$ cat config.mk
export PLATFORM = sky130hd
export DESIGN_NAME = uart_rx_ctrl
export DESIGN_NICKNAME = d
export VERILOG_FILES = /design/src/rtl/uart_rx_ctrl.sv
export SDC_FILE = /design/constraint.sdc
export NUM_CORES = 1
export LEC_CHECK = 0
export BUFFER_PORTS_ARGS = -buffer_cell sky130_fd_sc_hd__buf_2
export CORE_AREA = 2 2 47 49
export DETAILED_ROUTE_END_ITERATION = 10
export DIE_AREA = 0 0 49 51
export GPL_ROUTABILITY_DRIVEN = 0
export GPL_TIMING_DRIVEN = 0
export REMOVE_ABC_BUFFERS = 1
export SLEW_MARGIN = 20
export SYNTH_ARGS = -nofsm -noshare
export SYNTH_HDL_FRONTEND = slang
export SYNTH_SLANG_ARGS = --single-unit
$ cat constraint.sdc
create_clock -name clk -period 1.4 [get_ports clk]
set_clock_uncertainty 0.15 [all_clocks]
set_input_delay 0.14 -clock clk [delete_from_list [all_inputs] [get_ports clk]]
set_output_delay 0.14 -clock clk [all_outputs]
set_load 0.01 [all_outputs]
$ cat src/rtl/uart_rx_ctrl.sv
// Receive-control stage of the UART receiver.
// This stage synchronises the serial line and detects the start edge. It runs the
// IDLE/RECEIVE/STOP_CHK/LOAD control FSM that gates the downstream bit timer.
// It also owns the received-byte buffer and its ready/overrun/framing flags.
module uart_rx_ctrl #(
  parameter int DATA_BITS = 8
) (
  input  logic                 clk,
  input  logic                 rst,
  input  logic                 serial_in,
  input  logic                 shift_enable,
  input  logic                 packet_done,
  input  logic [DATA_BITS-1:0] packet_data,
  input  logic                 stop_bit,
  input  logic                 data_read,
  output logic                 enable_timer,
  output logic [DATA_BITS-1:0] rx_data,
  output logic                 data_ready,
  output logic                 overrun_error,
  output logic                 framing_error
);

  typedef enum logic [1:0] {
    IDLE     = 2'd0,
    RECEIVE  = 2'd1,
    STOP_CHK = 2'd2,
    LOAD     = 2'd3
  } state_e;

  state_e               state_q, state_d;
  logic                 sync1_q, sync2_q, prev_q;
  logic                 start_edge;
  logic [DATA_BITS-1:0] rx_data_q, rx_data_d;
  logic                 data_ready_q, data_ready_d;
  logic                 overrun_q, overrun_d;
  logic                 framing_q, framing_d;

  // The bit timer generates its own sample strobes, so the control path never needs them.
  logic unused_shift_enable;
  assign unused_shift_enable = shift_enable;

  // A high-to-low transition of the synchronised line marks a candidate start bit.
  assign start_edge = prev_q & ~sync2_q;

  // Two-flop synchroniser plus previous-sample flop; all reset to the idle-high line level.
  always_ff @(posedge clk) begin
    if (rst) begin
      sync1_q <= 1'b1;
      sync2_q <= 1'b1;
      prev_q  <= 1'b1;
    end else begin
      sync1_q <= serial_in;
      sync2_q <= sync1_q;
      prev_q  <= sync2_q;
    end
  end

  // State register; reset aborts any packet in progress.
  always_ff @(posedge clk) begin
    if (rst) state_q <= IDLE;
    else     state_q <= state_d;
  end

  // Next-state logic; start edges outside IDLE are ignored, which gives glitch immunity mid-packet.
  always_comb begin
    state_d = state_q;
    case (state_q)
      IDLE:     if (start_edge)  state_d = RECEIVE;
      RECEIVE:  if (packet_done) state_d = STOP_CHK;
      STOP_CHK: state_d = stop_bit ? LOAD : IDLE;
      LOAD:     state_d = IDLE;
      default:  state_d = IDLE;
    endcase
  end

  // Moore timer enable plus next values of the buffer and flags.
  always_comb begin
    enable_timer = (state_q == RECEIVE);
    rx_data_d    = rx_data_q;
    data_ready_d = data_ready_q;
    overrun_d    = overrun_q;
    framing_d    = framing_q;

    if (state_q == IDLE && start_edge)      framing_d = 1'b0;
    if (state_q == STOP_CHK && !stop_bit)   framing_d = 1'b1;

    if (state_q == LOAD) begin
      // A load beats a coincident host read: the new byte is unread and no overrun is flagged.
      rx_data_d    = packet_data;
      data_ready_d = 1'b1;
      if (data_ready_q && !data_read) overrun_d = 1'b1;
    end else if (data_read && data_ready_q) begin
      data_ready_d = 1'b0;
      overrun_d    = 1'b0;
    end
  end

  // Output buffer and flag registers.
  always_ff @(posedge clk) begin
    if (rst) begin
      rx_data_q    <= {DATA_BITS{1'b1}};
      data_ready_q <= 1'b0;
      overrun_q    <= 1'b0;
      framing_q    <= 1'b0;
    end else begin
      rx_data_q    <= rx_data_d;
      data_ready_q <= data_ready_d;
      overrun_q    <= overrun_d;
      framing_q    <= framing_d;
    end
  end

  assign rx_data       = rx_data_q;
  assign data_ready    = data_ready_q;
  assign overrun_error = overrun_q;
  assign framing_error = framing_q;

endmodule

**After elaboration in Yosys (flattened, before gate mapping)**

Cells that the tools add are included.

- Output and inout port bits: 12
- Flip-flop bits (word level): 16
- Word-level logic and storage cells: 37
- Input bits: 15

- Muxes and demuxes: 10
- Reductions and logical operators: 11
- Equal/unequal tests: 6
- Bitwise operators: 2

Operator list:

| cell | number |
|---|---|
| $pmux 2 s4 | 1 |
| $mux 1 | 6 |
| $mux 2 | 3 |
| $eq 2x2->1 const B | 2 |
| $logic_and 1x1->1 | 4 |
| $ne 2x2->1 const B | 2 |
| $reduce_and 2->1 | 2 |
| $reduce_bool 2->1 | 2 |
| $eq 2x1->1 const B | 1 |
| $logic_not 1->1 | 2 |
| $logic_not 2->1 | 1 |
| $ne 2x1->1 const B | 1 |
| $and 1x1->1 | 1 |
| $not 1->1 | 1 |

**Longest topological paths before layout**

- Depth after elaboration: 5
- Mapped depth: 4
- Mapped depth without buffers: 3

**Least setup slack after synthesis**

OpenSTA, ideal clock, no wires.

- Path type: flip-flop to flip-flop
- Start point: reg state_q[1]
- End point: reg framing_q (netlist: framing_error)
- Slack: 110 ps
- Library setup time: 128 ps
- Data required time: 1122 ps
- Stages on the path, launching flop included: 4
- Period minus slack after synthesis: 1290 ps
- Data arrival time: 1012 ps
- Path through: dfxtp_1 or4b_4 a21oi_1 nor2_1

- Word-level cells in the longest chain between the ends: 3
- Elaborated cells on any way between the ends: 6
- Those cells by class: eq/ne: 1; mux: 1; reduce/logical: 4

RTL lines:

| item | line | RTL |
|---|---|---|
| start, declared | 30 | `state_e state_q, state_d;` |
| start signal, assigned | 61 | `else state_q <= state_d;` |
| $eq 2x2->1 or $logic_not 2->1 (tied branches) | 85, 84 |  |
| $logic_and 1x1->1 (on tied branches) | 85, 84 |  |
| $mux 1 or $reduce_bool 2->1 (tied branches) | -- |  |
| end signal, assigned | 109 | `framing_q <= framing_d;` |
| end, declared | 36 | `logic framing_q, framing_d;` |

Parallel ways exist; a longest one is shown, timed or not.
A chain may end at the register's enable or synchronous reset.

**Worst setup path after layout**

Ends and elaborated chain as after synthesis.

==> impl_metrics.yaml <==
timing:
  finalHoldViolCount: 0
  fmax_mhz: 739
  setup_tns_ns: 0
  fin_ws_ns: 0.0470
  rsz0062_at_grt: "false"
  min_period_ns: 1.35
  worst_pin_slew_ns: 0.264
  setup_viol_count_final: 0
  fin_crit_sh_pct: 96.6
  slew-limit-headroom_pct: 82.4
  slew_viol_final: 0
power_and_ir_drop:
  power.density_nw_per_um2: 989
  p_total_mw: 0.814
  power_leakage_nw: 0.367
  ir_drop_uv: 600
drt:
  drtAntennaViolNets: 0
  drtIter0Drc: 2
  vias: 515
  wl_per_cell_um: 10.6
  via_per_inst: 4.48
  drc: 0
  drt_first_pass_iters: 3
  routed_wl_um: 1210
worst_setup_path:
  crit_buf_inv: 0
  cpPeakStageDelay_ns: 0.53
  worstSetupPathType: "register to register"
  cp-end-kind: "register"
  cp.arrival_ns: 1.37
  start_kind: "register"
  cp_slowest_cell: "or4b_4"
  r2r_slack_ns: 0.05
  cp_max_fo: 5
  cp_top_family: "simple AND/OR/NAND/NOR gates"
  crit_required_ns: 1.42
  path_cells: "or4b_4 > a21oi_1 > nor2_1"
yosys:
  syn-mean-instance-area_um2: 10.4
  synth_cells: 56
  yosysSeqAreaShare_pct: 55.1
  yosys_warnings: 0
  synth_top_area_share_pct: 55.1
  yosysTopAreaCell: "dfxtp_1"
  ys_types: 18
  syn_area_um2: 582
  synth_area_leaders: "dfxtp_1 55%, a211o_1 12%, and3_1 8.6%"
  ys_ff_latch: 16
placement:
  place_ws_ns: -0.116
  port_buffers: 25
  post-dp-hpwl_um: 873
clock_tree:
  cts_tree: "done"
  cts-root-buf: "clkbuf_4"
  insertion_delay_ns: 0.27
  cts_max_level: 1
  numClockSinks: 16
  clk_pin_slew_ns: 0.09
  cts_buffers: 3
  clock_path_buffers: 2
floorplanning:
  fp.dieW_um: 49
  num_rows: 17
  io_pins: 27
  initial_core_util_pct: 28.2
  dieArea_um2: 2500
  die_h_um: 51
  core_um2: 2060
final_layout:
  antenna_cells: 0
  drive_gt1_share_pct: 46.0
  final_nets: 103
  post-route-util_pct: 39.9
  fillers: 229
  syn2layout_area_growth_pct: 41.5
global_routing:
  antenna_found_initial: 0
  globalRouteOverflowTotal: 0
  track_usage_pct: 10.6
  grt_max_degree: 17
  grt_pass1_wl_um: 1990
  grt_pass1_vias: 478
status:
  outcome: "completed"
hold_path:
  hold_class: "input pin to register"
job:
  maxCapViolations: 0
## worst register-to-register path, cell delays in order, from the launching register on
cell and delay [ns]:
dfxtp_4 0.36, or4b_4 0.53, a21oi_1 0.15, nor2_1 0.05
## path summary, 6_finish.rpt
path | from | end | depth (start not counted)
worst min register to register | sync1_q$_SDFF_PP1_ | sync2_q$_SDFF_PP1_ | 1
worst max-delay path | state_q[1]$_SDFFE_PP0P_ | framing_error$_SDFFE_PP0P_ | 3
worst min-delay path | packet_data[2] | rx_data[2]$_SDFFE_PP1N_ | 3
worst max register to register | state_q[1]$_SDFFE_PP0P_ | framing_error$_SDFFE_PP0P_ | 3
## per-stage QoR
stage                     cell area (um2)  hold slack, ns  cells
after floorplan                       564          0.0591     52
after CTS                             798         0.00583    112
final                                 823          0.0164    115
after global placement                724           0.173    105
after global routing                  823         0.00876    115
after detailed placement              724           0.177    105
## placed cells by master (no fill, tap or decap)
cell / instances
buf_2: 25
dfxtp_1: 14
and3_1: 8
a211o_1: 8
a21oi_1: 4
or2_2: 3
clkbuf_4: 3
dlygate4sd3_1: 3
buf_4: 3
nand2b_1: 2
dfxtp_4: 2
and2b_1: 1
nand2_2: 1
or4b_4: 1
nand3b_1: 1
a31oi_1: 1
nand2_1: 1
or2_1: 1
inv_1: 1
a31o_2: 1
nor3b_1: 1
nor2_1: 1
clkbuf_8: 1
## cell type report
cell class              instances  area, um2  share of cell area [%]
clock buffers                   4       36.3                    4.41
flip-flops and latches         16        328                    39.8
inverters                       1       3.75                   0.456
repair buffers                 31        178                    21.6
well taps                      28       35.0                    4.26
multi-input cells              35        243                    29.5
## flip-flops by register name, indices dropped and copies added, names as in the netlist
| name | cells |
|---|---|
| framing_error | 1 |
| sync1_q | 1 |
| sync2_q | 1 |
| prev_q | 1 |
| rx_data | 8 |
| state_q | 2 |
| data_ready | 1 |
| overrun_error | 1 |
## routing by layer
metal,vias to the layer above,global-route usage (%),routed length [um]
met5,-,0,0
met4,0,8.57,10
met3,2,2.63,74
met2,13,16.4,571
met1,238,12.4,557
li1,262,-,-
## cell usage after synthesis
cell type / n
a21oi_1: 4
buf_2: 2
or2_2: 3
nor3b_1: 1
inv_1: 1
dfxtp_1: 16
clkbuf_1: 2
nor2_1: 1
or4b_4: 1
a31o_2: 1
and2b_1: 1
a211o_1: 8
a31oi_1: 1
nand2b_1: 2
and3_1: 8
nand2_1: 2
or2_1: 1
nand3b_1: 1
## logic make-up after synthesis
logic type             Yosys count  synth area share (%)
AO/OA/AOI/OAI                   14                  18.1
buffers and inverters            5                  3.66
flip-flops                      16                  55.1
AND/OR/NAND/NOR                 21                  23.2
## repair_timing
item,CTS,global route
endpoints found under the hold margin,3,0
pin swaps,0,0
setup endpoints to repair,11,2
gates cloned,0,0
setup buffers,0,3
gates resized for setup,4,1
hold buffers,3,0
## where the power goes
part | internal [mW] | switching (mW)
Combinational | 0.0321 | 0.0220
Sequential | 0.459 | 0.00436
Clock | 0.158 | 0.139
No activity file was read; power rests on OpenSTA's default activity.
